==> config.mk <==
export PLATFORM = sky130hd
export DESIGN_NAME = mcu_mem_arbiter
export DESIGN_NICKNAME = d
export VERILOG_FILES = /design/src/rtl/mcu_pkg.sv /design/src/rtl/mcu_rr_arb2.sv /design/src/rtl/mcu_mem_arbiter.sv
export SDC_FILE = /design/constraint.sdc
export NUM_CORES = 1
export LEC_CHECK = 0
export ABC_AREA = 1
export BUFFER_PORTS_ARGS = -buffer_cell sky130_fd_sc_hd__buf_2
export CAP_MARGIN = 40
export CORE_AREA = 8 8 94 96
export CTS_BUF_LIST = sky130_fd_sc_hd__clkbuf_16
export DETAILED_ROUTE_END_ITERATION = 16
export DIE_AREA = 0 0 102 104
export PLACE_DENSITY = 0.61
export SLEW_MARGIN = 30
export SYNTH_ARGS = -nofsm -noshare
export SYNTH_HDL_FRONTEND = slang
export SYNTH_SLANG_ARGS = --single-unit
==> constraint.sdc <==
create_clock -name clk_i -period 1.35 [get_ports clk_i]
set_input_delay 0.0675 -clock clk_i [delete_from_list [all_inputs] [get_ports clk_i]]
set_output_delay 0.0675 -clock clk_i [all_outputs]
set_load 0.01 [all_outputs]
==> src/rtl/mcu_pkg.sv <==
// Shared types and default SRAM geometry for the MCU memory arbiter.
package mcu_pkg;

    typedef enum logic {
        MST_INSTR = 1'b0,
        MST_DATA  = 1'b1
    } master_e;

    typedef struct packed {
        logic    valid;
        master_e owner;
        logic    err;
    } rsp_t;

    localparam int unsigned SRAM_ADDR_WIDTH = 14;
    localparam logic [31:0] SRAM_BASE_ADDR  = 32'h0000_0000;

endpackage

==> src/rtl/mcu_rr_arb2.sv <==
// Two-way round-robin arbiter; grant is combinational, priority flips to the loser on every grant.
module mcu_rr_arb2
    import mcu_pkg::*;
(
    input  logic clk_i,
    input  logic rst_ni,
    input  logic req_instr,
    input  logic req_data,
    output logic gnt_instr,
    output logic gnt_data
);

    master_e prio_q;

    always_comb begin
        gnt_instr = req_instr && (!req_data || (prio_q == MST_INSTR));
        gnt_data  = req_data  && (!req_instr || (prio_q == MST_DATA));
    end

    // A lone grant also hands priority to the other master.
    always_ff @(posedge clk_i or negedge rst_ni) begin
        if (!rst_ni) begin
            prio_q <= MST_DATA;
        end else if (gnt_instr) begin
            prio_q <= MST_DATA;
        end else if (gnt_data) begin
            prio_q <= MST_INSTR;
        end
    end

endmodule

==> src/rtl/mcu_mem_arbiter.sv <==
// Shares the single-port on-chip SRAM between the core's fetch and data ports,
// with a one-cycle response stage routing rvalid/rdata back to the granted master.
module mcu_mem_arbiter
    import mcu_pkg::*;
#(
    parameter int unsigned RAM_ADDR_WIDTH = SRAM_ADDR_WIDTH,
    parameter logic [31:0] BASE_ADDR      = SRAM_BASE_ADDR
) (
    input  logic                      clk_i,
    input  logic                      rst_ni,
    input  logic                      instr_req_i,
    output logic                      instr_gnt_o,
    output logic                      instr_rvalid_o,
    input  logic [31:0]               instr_addr_i,
    output logic [31:0]               instr_rdata_o,
    input  logic                      data_req_i,
    output logic                      data_gnt_o,
    output logic                      data_rvalid_o,
    input  logic                      data_we_i,
    input  logic [3:0]                data_be_i,
    input  logic [31:0]               data_addr_i,
    input  logic [31:0]               data_wdata_i,
    output logic [31:0]               data_rdata_o,
    output logic                      data_err_o,
    output logic                      ram_req_o,
    output logic                      ram_we_o,
    output logic [3:0]                ram_be_o,
    output logic [RAM_ADDR_WIDTH-1:0] ram_addr_o,
    output logic [31:0]               ram_wdata_o,
    input  logic [31:0]               ram_rdata_i
);

    localparam logic [32:0] RAM_BYTES = 33'd4 << RAM_ADDR_WIDTH;

    logic        gnt_instr;
    logic        gnt_data;
    logic [31:0] sel_offs;
    logic        in_range;
    rsp_t        rsp_d;
    rsp_t        rsp_q;

    mcu_rr_arb2 u_arb (
        .clk_i     (clk_i),
        .rst_ni    (rst_ni),
        .req_instr (instr_req_i),
        .req_data  (data_req_i),
        .gnt_instr (gnt_instr),
        .gnt_data  (gnt_data)
    );

    // Range check is only consulted for data; fetches wrap silently into the RAM.
    always_comb begin
        sel_offs = (gnt_instr ? instr_addr_i : data_addr_i) - BASE_ADDR;
        in_range = ({1'b0, sel_offs} < RAM_BYTES);

        ram_req_o   = gnt_instr || (gnt_data && in_range);
        ram_we_o    = gnt_data && data_we_i;
        ram_be_o    = gnt_instr ? 4'hF : data_be_i;
        ram_addr_o  = sel_offs[RAM_ADDR_WIDTH+1:2];
        ram_wdata_o = data_wdata_i;

        rsp_d.valid = gnt_instr || gnt_data;
        rsp_d.owner = gnt_data ? MST_DATA : MST_INSTR;
        rsp_d.err   = gnt_data && !in_range;
    end

    always_ff @(posedge clk_i or negedge rst_ni) begin
        if (!rst_ni) begin
            rsp_q <= '{valid: 1'b0, owner: MST_INSTR, err: 1'b0};
        end else begin
            rsp_q <= rsp_d;
        end
    end

    assign instr_gnt_o    = gnt_instr;
    assign data_gnt_o     = gnt_data;
    assign instr_rvalid_o = rsp_q.valid && (rsp_q.owner == MST_INSTR);
    assign data_rvalid_o  = rsp_q.valid && (rsp_q.owner == MST_DATA);
    assign data_err_o     = data_rvalid_o && rsp_q.err;
    assign instr_rdata_o  = ram_rdata_i;
    assign data_rdata_o   = rsp_q.err ? 32'h0 : ram_rdata_i;

endmodule

# After elaboration in Yosys (flattened, before gate mapping)
# Index checks and enable logic that the tools add are counted.
dict set report word_totals {
  ff_bits 4
  latch_bits 0
  ram_bits 0
  mem_bits_ro 0
  inputBits 137
  out_inout_bits 121
  wordCells 29
  memories 0
}
dict set report op_classes {
  add_sub_neg 0
  multipliers 0
  div 0
  order_cmp 1
  eq_ne 0
  n_shift 0
  muxes 6
  n_bitwise 2
  n_reduce_logical 16
}
# cell count
set op_table {}
lappend op_table {{32-bit 2-to-1 mux} 2}
lappend op_table {{32-bit by 17-bit less-than comparator with 1-bit output (second input constant)} 1}
lappend op_table {{1-bit logical AND} 8}
lappend op_table {{1-bit logical OR} 4}
lappend op_table {{4-bit 2-to-1 mux} 1}
lappend op_table {{1-bit logical NOT} 3}
lappend op_table {{1-bit 2-to-1 mux} 3}
lappend op_table {{1-bit NOT} 2}
lappend op_table {{2-bit nonzero test} 1}

# Longest topological paths before layout
dict set report depth {
  word_depth 7
  depth_mapped 6
  ltp_nobuf 6
}

# By module
# From an unflattened synthesis, not the netlist that was laid out.
dict set report hier_totals {
  hier_cells 239
  hier_area_um2 1252.5
}
# mod instances cells_each area_each_um2 seq_area_each_um2
set modules_own_cells {}
lappend modules_own_cells {mcu_mem_arbiter 1 228 1187.4 75.1}
lappend modules_own_cells {mcu_rr_arb2 1 11 65.1 26.3}

# Least setup slack after synthesis
# Ideal clock, no wire load.
dict set report synth_path {
  path_kind {register to output}
  from {register u_arb.prio_q}
  to {output ram_be_o[0]}
  arrival_time_ps 1114
  t_required_ps 1283
  path_slack_ps 169
  path_stages_with_launch 6
  n_path_buf 1
  cell_sequence {dfstp_2 -> nand2_1 -> nand2_2 -> inv_2 -> buf_2 -> or2_1}
}
dict set report synth_between {
  elab_chain_cells 4
}
# item line_no
set synth_lines {}
lappend synth_lines {{start: declaration} mcu_rr_arb2.sv:13} ;# master_e prio_q;
lappend synth_lines {{start signal: assignment} mcu_rr_arb2.sv:23} ;# prio_q <= MST_DATA;
lappend synth_lines {{start signal: assignment} mcu_rr_arb2.sv:25} ;# prio_q <= MST_DATA;
lappend synth_lines {{start signal: assignment} mcu_rr_arb2.sv:27} ;# prio_q <= MST_INSTR;
lappend synth_lines {{1-bit NOT} mcu_rr_arb2.sv:16} ;# gnt_instr = req_instr && (!req_data || (prio_q == MST_INSTR));
lappend synth_lines {{1-bit logical OR} mcu_rr_arb2.sv:16}
lappend synth_lines {{1-bit logical AND} mcu_rr_arb2.sv:16}
lappend synth_lines {{4-bit 2-to-1 mux} mcu_mem_arbiter.sv:58} ;# ram_be_o = gnt_instr ? 4'hF : data_be_i;
lappend synth_lines {{end: declaration} mcu_mem_arbiter.sv:27} ;# output logic [3:0] ram_be_o,
# No other way between the ends.

# Worst setup path after layout
dict set report layout_path {
  from {register u_arb.prio_q}
  to {output ram_req_o}
}
dict set report layout_between {
  elab_chain_cells 7
  word_cells_on_any_way 9
  cone_classes {order compare (1); mux (1); bitwise (1); reduce/logical (6)}
}
# item line_no
set layout_lines {}
lappend layout_lines {{1-bit NOT} mcu_rr_arb2.sv:16}
lappend layout_lines {{1-bit logical OR} mcu_rr_arb2.sv:16}
lappend layout_lines {{1-bit logical AND} mcu_rr_arb2.sv:16}
lappend layout_lines {{32-bit 2-to-1 mux} mcu_mem_arbiter.sv:53} ;# sel_offs = (gnt_instr ? instr_addr_i : data_addr_i) - BASE_ADDR;
lappend layout_lines {{32-bit by 17-bit less-than comparator with 1-bit output} mcu_mem_arbiter.sv:54} ;# in_range = ({1'b0, sel_offs} < RAM_BYTES);
lappend layout_lines {{1-bit logical AND} mcu_mem_arbiter.sv:56} ;# ram_req_o = gnt_instr || (gnt_data && in_range);
lappend layout_lines {{1-bit logical OR (*)} mcu_mem_arbiter.sv:56}
lappend layout_lines {{end: declaration} mcu_mem_arbiter.sv:25} ;# output logic ram_req_o,
# Mark *: on every way between the ends. The rest lies on a longest branch, timed or not.

==> results.md <==
- Status: finished, violations left
- Violated checks: setup timing
- Critical path arrival: ~1.4 ns
- Syn Inst Count: 238
- Post-synth top area share: between 30% and 40%
- Iteration-0 DRC Markers: 22
- Vias in the first global route: approximately 1800
- Post-Syn Area: 1242 um2
- CP cell instances: nand2_4 > nand2_8 > buf_6 > nand2_4 > inv_2 > nor2_1 > buf_2
- Final worst path period share: 105.9%
- Num ports: ~260
- Fmax achieved: about 700 MHz
- Maxcap violations: 0
- Critical path fanouts, max: 6
- TritonRoute pass-1 iters: 3
- Register area share after synthesis: under 10%
- Sw Share: approximately 35%
- Crit. End Element: output pin
- Layout Nets: about 500
- P_leak: 1.453 nW
- Core area: roughly 7400 um2
- CP dominant cell by count: nand2_4
- Hold Path Class: in2out
- Skew final: ~0.0027 ns
- Total Power: approximately 0.0014 W
- Worst Path Required: 1.28 ns
- Max-slew violations: 0
- Antenna viol nets, final: 0
- Unrepaired setup endpoints after global routing: true
- Synth-to-Final Area Change: 69.59%
- First-pass GRT wire length: around 8000 um
- CP max stage cell: dfstp_2
- Vias: approximately 1700
- Die H: around 100 um
- DIE AREA: around 11000 um2
- Root buffer cell: clkbuf_16
- Top area cells in the synthesized netlist: buf_4 39%, nor2_1 18%, nand2_1 16%
- CTS tree: built
- Cell Rows: 32
- Drt drc: 0
- Internal: 0.0008744 W
- Avg Cell Area, Syn: about 5.2 um2
- IO Port Bufs: 189
- Worst stage delay on the critical path: ~0.55 ns
- Final hold viol count: 0
- Largest net degree at the start of global routing: 34
- CP Launch Type: flop
- Total global routing overflow: 0
- Yosys warning count: 0
- Combinational share of power: around 54%
- Initial Utilization: between 10% and 20%
- Detailed Place HPWL: 4892 um
- Switching Power: 0.0004805 W
- Antenna fix cells: 0
- DR WL/cell: 11.85 um
- Clock Pin Slew Worst Setup and Hold Paths: approximately 0.03 ns
- Die X: ~100 um
- Most common cell after layout, fill and taps aside: buf_2
- Antenna violations before repair: 0
- Hold_ws: roughly 0.14 ns
- CTS Buffer Depth: 2
- Area leader, netlist: buf_4
- Clk_lat worst skew: about 0.23 ns
- Kind of cell adding the most delay to the critical path: flip-flops
- Crit path time final: approximately 1.4 ns
- Vias per cell: ~3.7
- Pwr dens: 643.1 nW/um2
- Cts bufs inserted: 3
- Clock Power Share: between 30% and 40%
- DRT Wirelength: roughly 5600 um
- Reg power frac: 10.5%
- Peak supply drop: about 0.43 mV
- H-tree Lvls: 1
- Routability Congestion: between 0.7 and 0.8
- Synth unique cells: 14
- Worst path buffer plus inverter count: 3
- Setup violations, final: 20
- Syn Nets: around 380
- CTS sink cnt: 4
- Slew margin rel.: between 70% and 80%
- WS Path Type: reg2out
- GRT Total Usage: around 9%
- Synth Register Bits: 4
- Most frequent cells in the layout: 184 x buf_2, 59 x nor2_1, 42 x nand2_1
- Setup slack after layout: -0.07988 ns
- Share of post-route cells with drive strength above 1: 58.87%
- Filler cells: roughly 840
- Worst-margin pin slew: about 0.4 ns
-- routing by layer --
| metal | share of wire [%] | up-vias | global-route usage [%] |
|---|---|---|---|
| li1 | - | 877 | - |
| met1 | 33 | 685 | 8.395 |
| met2 | 45 | 170 | 15.93 |
| met3 | 22 | 2 | 6.560 |
| met4 | 0.12 | 0 | 1.574 |
| met5 | 0 | - | 0 |
-- metrics by stage --
step	std cells	util, %	area, um2	setup slack [ns]	TNS, ns
after floorplan	238	-	1242	0.1688	0
after global placement	461	24.70	1839	0.1276	0
after detailed placement	461	24.70	1839	0.1179	0
after CTS	471	26.70	1988	-0.07670	-1.030
after global routing	474	28.29	2107	-0.1247	-2.008
final	474	28.29	2107	-0.07988	-0.9545
-- sequential cells by signal, indices dropped and copies added, names as in the netlist --
register / cells
rsp_q: 3
u_arb.prio_q: 1
-- Yosys cell counts --
master    number
nand2_1       54
inv_1         40
buf_2          4
dfrtp_1        3
nand2_2        1
inv_2          1
o21ai_0        1
buf_4         64
nand3_1        2
a21oi_1        1
or2_1          4
clkbuf_1       3
dfstp_2        1
nor2_1        59
-- worst register-to-register path, stage by stage (launching register included) --
cell,delay (ns)
dfstp_2,0.55
nand2_4,0.07
nand2_8,0.11
buf_6,0.14
nand2_4,0.05
buf_4,0.15
buf_4,0.12
buf_4,0.12
-- final timing paths --
| path | slack, ns | end | depth (start not counted) | start |
|---|---|---|---|---|
| worst max-delay path | -0.08 | ram_req_o | 7 | u_arb.prio_q$_DFFE_PN1P_ |
| worst min-delay path | 0.14 | ram_wdata_o[10] | 0 | data_wdata_i[10] |
| worst max register to register | -0.06 | rsp_q[2]$_DFF_PN0_ | 7 | u_arb.prio_q$_DFFE_PN1P_ |
| worst min register to register | 0.56 | u_arb.prio_q$_DFFE_PN1P_ | 2 | u_arb.prio_q$_DFFE_PN1P_ |
| max in group asynchronous | 0.95 | u_arb.prio_q$_DFFE_PN1P_ | 2 | rst_ni |
| min in group asynchronous | 0.20 | rsp_q[0]$_DFF_PN0_ | 2 | rst_ni |
-- cell families (layout without fill, tap and decap cells) --
logic type | count (synthesis) | count (layout) | share of synthesized area [%]
DFF | 4 | 4 | 8.157
and+or+nand+nor | 120 | 120 | 37.46
AOI/OAI and AO/OA | 2 | 2 | 0.8049
buffers and inverters | 112 | 246 | 53.57
-- power groups by stage --
stage / Clock (W) / Sequential (W) / Combinational, W
floorplan: 0 / 0.000139 / 0.000440
global placement: 0 / 0.000142 / 0.000645
detailed placement: 0 / 0.000141 / 0.000652
CTS: 0.000482 / 0.000141 / 0.000688
global route: 0.000490 / 0.000144 / 0.000817
finish: 0.000476 / 0.000142 / 0.000736
-- what timing repair did --
action                                  4_1_cts  5_1_grt
buffers inserted                              4        1
hold endpoints to repair                      4        0
hold buffers                                  1        0
endpoints found under the setup margin       19       20
gates resized for setup                       9       21
cloned                                        1        2
pin swaps                                     2       15
-- layout make-up --
| type | count | area [um2] | area share [%] |
|---|---|---|---|
| Multi-Input combinational cell | 122 | 534.3 | 25.36 |
| Timing Repair inverter | 2 | 10.01 | 0.4751 |
| Clock buffer | 3 | 75.07 | 3.563 |
| Sequential cell | 4 | 101.3 | 4.810 |
| Inverter | 41 | 158.9 | 7.542 |
| Tap cell | 102 | 127.6 | 6.057 |
| Clock inverter | 1 | 3.754 | 0.1781 |
| Timing Repair Buffer | 199 | 1096 | 52.02 |
Power figures use the tool's default switching activity.
